$ cat src/rtl/seven_seg_scan_ctrl.sv
`default_nettype none
// ============================================================================
// Module   : seven_seg_scan_ctrl
// Purpose  : Time-multiplexed scan controller for an N-digit common-anode
//            seven-segment display. One nibble per slot is presented to a
//            shared external decoder while one active-low anode is driven.
//            Displayed data is double-buffered (shadow/pending) and swaps only
//            at frame boundaries. Each slot starts with DEAD_CYCLES of
//            all-anodes-off to suppress ghosting.
// Ports    : clk          - system clock
//            reset_n      - asynchronous active-low reset
//            value_in     - 4*N_DIGITS nibbles, digit 0 least significant
//            digit_en     - per-digit anode enable
//            load         - single-cycle capture strobe for value_in
//            load_ack     - one-cycle pulse after the shadow register updates
//            digit_bcd    - nibble for the shared decoder
//            anodes       - active-low digit selects
//            frame_start  - one-cycle pulse at the start of each frame
// Options  : `define LEADING_ZERO_BLANK_EN to blank leading zero digits
//            (digit 0 is never blanked).
// Revision : 1.0 - initial release
// ============================================================================
module seven_seg_scan_ctrl #(
  parameter int N_DIGITS    = 8,
  parameter int REFRESH_DIV = 100000,
  parameter int DEAD_CYCLES = 4
) (
  input  logic                    clk,
  input  logic                    reset_n,
  input  logic [4*N_DIGITS-1:0]   value_in,
  input  logic [N_DIGITS-1:0]     digit_en,
  input  logic                    load,
  output logic                    load_ack,
  output logic [3:0]              digit_bcd,
  output logic [N_DIGITS-1:0]     anodes,
  output logic                    frame_start
);

  localparam int c_cnt_w = $clog2(REFRESH_DIV);
  localparam int c_idx_w = $clog2(N_DIGITS);
  localparam logic [c_cnt_w-1:0] c_cnt_last = c_cnt_w'(REFRESH_DIV - 1);
  localparam logic [c_cnt_w-1:0] c_dead_last = c_cnt_w'(DEAD_CYCLES - 1);
  localparam logic [c_idx_w-1:0] c_idx_last = c_idx_w'(N_DIGITS - 1);

  typedef enum logic [0:0] {
    ST_DEAD = 1'b0,
    ST_ON   = 1'b1
  } state_t;

  state_t                  r_state;
  state_t                  w_state_nxt;
  logic [c_cnt_w-1:0]      r_cnt;
  logic [c_idx_w-1:0]      r_idx;
  logic [4*N_DIGITS-1:0]   r_shadow;
  logic [4*N_DIGITS-1:0]   r_pend_buf;
  logic                    r_pend;
  logic [N_DIGITS-1:0]     r_en_q;
  logic                    r_load_ack;
  logic                    r_frame_start;
  logic                    w_slot_end;
  logic                    w_boundary;
  logic [N_DIGITS-1:0]     w_blank;

  assign w_slot_end = (r_cnt == c_cnt_last);
  assign w_boundary = w_slot_end && (r_idx == c_idx_last);

  // Leading-zero blanking: digit i is blank when every nibble from i upward
  // is zero; digit 0 always shows so a zero value displays a single "0".
`ifdef LEADING_ZERO_BLANK_EN
  generate
    for (genvar gi = 0; gi < N_DIGITS; gi++) begin : g_blank
      if (gi == 0) begin : g_digit0
        assign w_blank[gi] = 1'b0;
      end else begin : g_digitn
        assign w_blank[gi] = ~(|r_shadow[4*N_DIGITS-1:4*gi]);
      end
    end
  endgenerate
`else
  assign w_blank = '0;
`endif

  // Slot counter and digit index
  always_ff @(posedge clk or negedge reset_n) begin
    if (!reset_n) begin
      r_cnt <= '0;
      r_idx <= '0;
    end else if (w_slot_end) begin
      r_cnt <= '0;
      r_idx <= (r_idx == c_idx_last) ? '0 : r_idx + c_idx_w'(1);
    end else begin
      r_cnt <= r_cnt + c_cnt_w'(1);
    end
  end

  // FSM state register
  always_ff @(posedge clk or negedge reset_n) begin
    if (!reset_n) begin
      r_state <= ST_DEAD;
    end else begin
      r_state <= w_state_nxt;
    end
  end

  // FSM next state and anode decode
  always_comb begin
    w_state_nxt = r_state;
    anodes      = '1;
    case (r_state)
      ST_DEAD: begin
        if (r_cnt == c_dead_last) begin
          w_state_nxt = ST_ON;
        end
      end
      ST_ON: begin
        anodes[r_idx] = ~(r_en_q[r_idx] & ~w_blank[r_idx]);
        if (w_slot_end) begin
          w_state_nxt = ST_DEAD;
        end
      end
      default: w_state_nxt = ST_DEAD;
    endcase
  end

  // Double buffer: loads collect in pend_buf (latest wins) and move to the
  // shadow only at the frame boundary. A load arriving in the boundary cycle
  // itself bypasses pend_buf and supersedes any pending value.
  always_ff @(posedge clk or negedge reset_n) begin
    if (!reset_n) begin
      r_shadow      <= '0;
      r_pend_buf    <= '0;
      r_pend        <= 1'b0;
      r_load_ack    <= 1'b0;
      r_en_q        <= '0;
      r_frame_start <= 1'b0;
    end else begin
      r_load_ack <= 1'b0;
      if (w_boundary) begin
        if (load) begin
          r_shadow   <= value_in;
          r_pend     <= 1'b0;
          r_load_ack <= 1'b1;
        end else if (r_pend) begin
          r_shadow   <= r_pend_buf;
          r_pend     <= 1'b0;
          r_load_ack <= 1'b1;
        end
      end else if (load) begin
        r_pend_buf <= value_in;
        r_pend     <= 1'b1;
      end
      r_en_q        <= digit_en;
      r_frame_start <= (r_cnt == '0) && (r_idx == '0);
    end
  end

  assign digit_bcd   = r_shadow[{r_idx, 2'b00} +: 4];
  assign load_ack    = r_load_ack;
  assign frame_start = r_frame_start;

endmodule
`default_nettype wire

$ cat config.mk
export PLATFORM = sky130hd
export DESIGN_NAME = seven_seg_scan_ctrl
export DESIGN_NICKNAME = d
export VERILOG_FILES = /design/src/rtl/seven_seg_scan_ctrl.sv
export SDC_FILE = /design/constraint.sdc
export NUM_CORES = 1
export LEC_CHECK = 0
export ABC_CLOCK_PERIOD_IN_PS = 2100
export CORE_AREA = 3 3 102 104
export DETAILED_ROUTE_END_ITERATION = 6
export DIE_AREA = 0 0 105 107
export PLACE_DENSITY_LB_ADDON = 0.1
export SYNTH_ARGS = -nofsm -noshare
export SYNTH_HDL_FRONTEND = slang
export SYNTH_SLANG_ARGS = --single-unit
$ cat constraint.sdc
create_clock -name clk -period 2.1 [get_ports clk]
set_clock_uncertainty 0.2 [all_clocks]
set_input_delay 0.42 -clock clk [delete_from_list [all_inputs] [get_ports clk]]
set_output_delay 0.42 -clock clk [all_outputs]
set_load 0.05 [all_outputs]
==> reports/summary.txt <==
status: finished with violations
violated checks: setup timing
R2R Path End: r_pend_buf[23]$_DFFE_PN0P_
pre-CTS WS: -0.2942 ns
Mapped Cells: 430
most frequent cells in the layout: dfrtp_1 (93), nor2_1 (54), clkdlybuf4s50_1 (40)
Reg2Reg Depth: 7
clk root buf: clkbuf_8
critical path's slowest cell: dfrtp_2
Synth Net Count: 479
area of the core: 9639 um2
Die Y: 107 um
Peak Freq: 412.7 MHz
CP Launch Type: register
clock sink total: 96
asr flop ratio synth: 1.000
Max-Cap Viols: 0
first-pass GRT wire length: 21.98 mm
commonest non-fill, non-tap cell in the layout: dfrtp_1
Worst Tran Pin Value: 0.5194 ns
DR pass1 iterations: 5
final core occ: 0.7301
pin count of the biggest net entering global routing: 50
post-DP HPWL: 8.271 mm
Min-Delay Path Class: input pin to async pin
crit share post-route: 1.154
IO buf count: 56
setup TNS: -19.18 ns
Max VDD drop: 452.2 uV
# IOs: 57
Routability Congestion: 0.8386
largest stage delay on the critical path: 0.50 ns
WL final: 13.61 mm
Vias: 3,962
diodes inserted: 0
Yosys warnings: 0
layout cell share with drive strength beyond 1: 0.3736
Tot Pwr: 3.689 mW
crit-path max FO: 7
Layout Nets: 590
ys flop type: dfrtp_1
DRT iter0 DRCs: 217
critical path required time: 1.48 ns
Vias/cell: 5.835
worst skew pair latency: 0.37 ns
CTS tree: done
Synth cell types: 44
full die area: 11,240 um2
gr ovfl total: 0
leakage power: 3.013 nW
Initial Utilization: 0.5032
number of antenna violations at the first check in global routing: 0
Final Setup Violations: 89
Seq cells post-synth: 96
Slew Limit Headroom: 0.6511
GR Util All Layers: 0.2482
crit path cell chain: mux2_2, a221oi_2, o22ai_2, buf_12
Longest Clk Path Bufs: 2
Reg2Reg Launch Point: r_cnt[12]$_DFF_PN0_
crit end category: primary output
min setup slack post-route: -0.3232 ns
Worst-path clk slew: 0.11 ns
wire per inst: 20.04 um
Synth Cell Area: 4851 um2
crit path time final: 2.423 ns
vias in the first global route: 4,148
RSZ-0062 raised after global routing: yes
Remaining DRCs: 0
reg2reg setup slack: -0.32 ns
post-synthesis sequential area ratio: 0.4952
Crit path arrival time: 1.80 ns
site row count: 36
Fin. Hold Viols: 0
EDFF count, synth: 0
antenna viol nets, final: 0
crit path kind: register to primary output
CTS buffer count: 9
Layout area overhead: 45.09%
power per cell area: 524.1 nW/um2
H-tree levels: 3
Mean Syn Cell Area: 11.28 um2
Final Max Tran Viols: 0
hold slack final: 0.2524 ns
Die Span X: 105 um
## timing repair
action | 4_1_cts | 5_1_grt
endpoints found under the hold margin | 13 | 0
gates resized for setup | 50 | 26
gates cloned | 8 | 0
buffers inserted | 14 | 6
pin swaps | 8 | 14
setup endpoints to repair | 78 | 91
hold buffers | 1 | 0
## area by class of cell
class | count | area, um2
Clock buffer | 10 | 127.6
Inverter | 9 | 37.54
Sequential cell | 96 | 2406
Clock inverter | 6 | 90.09
Timing Repair Buffer | 132 | 1633
Fill cell | 653 | 2601
Multi-Input combinational cell | 293 | 2577
Tap cell | 133 | 166.4
## layer usage
metal	share of wire	global-route usage	vias to the layer above
li1	-	-	1797
met2	0.50	0.4060	136
met5	0	0	-
met1	0.43	0.3233	1995
met3	0.049	0.04696	34
met4	0.026	0.1087	0
## where the power goes
part / total, mW / leakage, nW / switching, mW / internal, mW
clock: 1.35 / 0.107 / 0.670 / 0.679
sequential: 1.96 / 1.22 / 0.0449 / 1.92
combinational: 0.379 / 1.69 / 0.152 / 0.227
total: 3.69 / 3.01 / 0.867 / 2.82
## critical path: cells and delay by family, from the launching register on
family / cells / cell delay (ns)
compound gates: 2 / 0.40
mux: 1 / 0.37
buf+inv: 1 / 0.18
flops: 1 / 0.50
## cell usage after synthesis, drive strengths merged, types with 3 or more instances
| library cell | n | area (um2) |
|---|---|---|
| xnor2 | 8 | 70.07 |
| a31oi | 3 | 18.77 |
| buf | 16 | 192.7 |
| nand2 | 14 | 60.06 |
| nand4 | 6 | 43.79 |
| dfrtp | 96 | 2402 |
| o221a | 31 | 349.1 |
| inv | 8 | 30.03 |
| nand3 | 18 | 95.09 |
| and3 | 6 | 37.54 |
| a21oi | 33 | 165.2 |
| mux2i | 7 | 70.07 |
| mux2 | 35 | 506.7 |
| ha | 6 | 75.07 |
| clkbuf | 16 | 60.06 |
| o21ai | 6 | 30.03 |
| xor2 | 6 | 52.55 |
| nor4 | 4 | 55.05 |
| nor2 | 57 | 214.0 |
| nor3 | 34 | 170.2 |
## worst max-delay path by stage
| stage | from | to | slack [ns] | cells past startpoint |
|---|---|---|---|---|
| 2_1_floorplan | r_cnt[13]$_DFF_PN0_ | r_pend_buf[10]$_DFFE_PN0P_ | -0.12 | 6 |
| 3_3_place_gp | r_cnt[12]$_DFF_PN0_ | r_pend_buf[12]$_DFFE_PN0P_ | -0.23 | 6 |
| 3_5_place_dp | r_cnt[12]$_DFF_PN0_ | r_pend_buf[12]$_DFFE_PN0P_ | -0.29 | 6 |
| 4_1_cts | r_idx[1]$_DFFE_PN0N_ | digit_bcd[1] | -0.30 | 4 |
| 5_1_grt | r_cnt[12]$_DFF_PN0_ | r_pend_buf[23]$_DFFE_PN0P_ | -0.38 | 7 |
| 6_report | r_idx[1]$_DFFE_PN0N_ | digit_bcd[1] | -0.32 | 4 |
## cell families (layout without fill, tap and decap cells)
logic type	count (synthesis)	in the layout	synth area share
AOI/OAI and AO/OA	86	86	0.1372
xor gates and xnor gates	14	14	0.02528
adders and majority gates	6	6	0.01548
buffers and inverters	41	157	0.05907
DFF	96	96	0.4952
muxes	42	42	0.1189
and+or+nand+nor	145	145	0.1488
## registers in the layout, summed over array words and instances (netlist names)
signal / cells
r_pend: 1
r_shadow: 32
r_cnt: 17
r_state: 1
frame_start: 1
r_en_q: 8
r_pend_buf: 32
r_idx: 3
load_ack: 1
## metrics by stage
step,instances,cell area (um2)
final,679,7038
after global routing,679,7038
after CTS,676,6920
after detailed placement,638,6156
after global placement,638,6156
after floorplan,430,5091
Note: power is estimated with default switching activity, not from simulation.
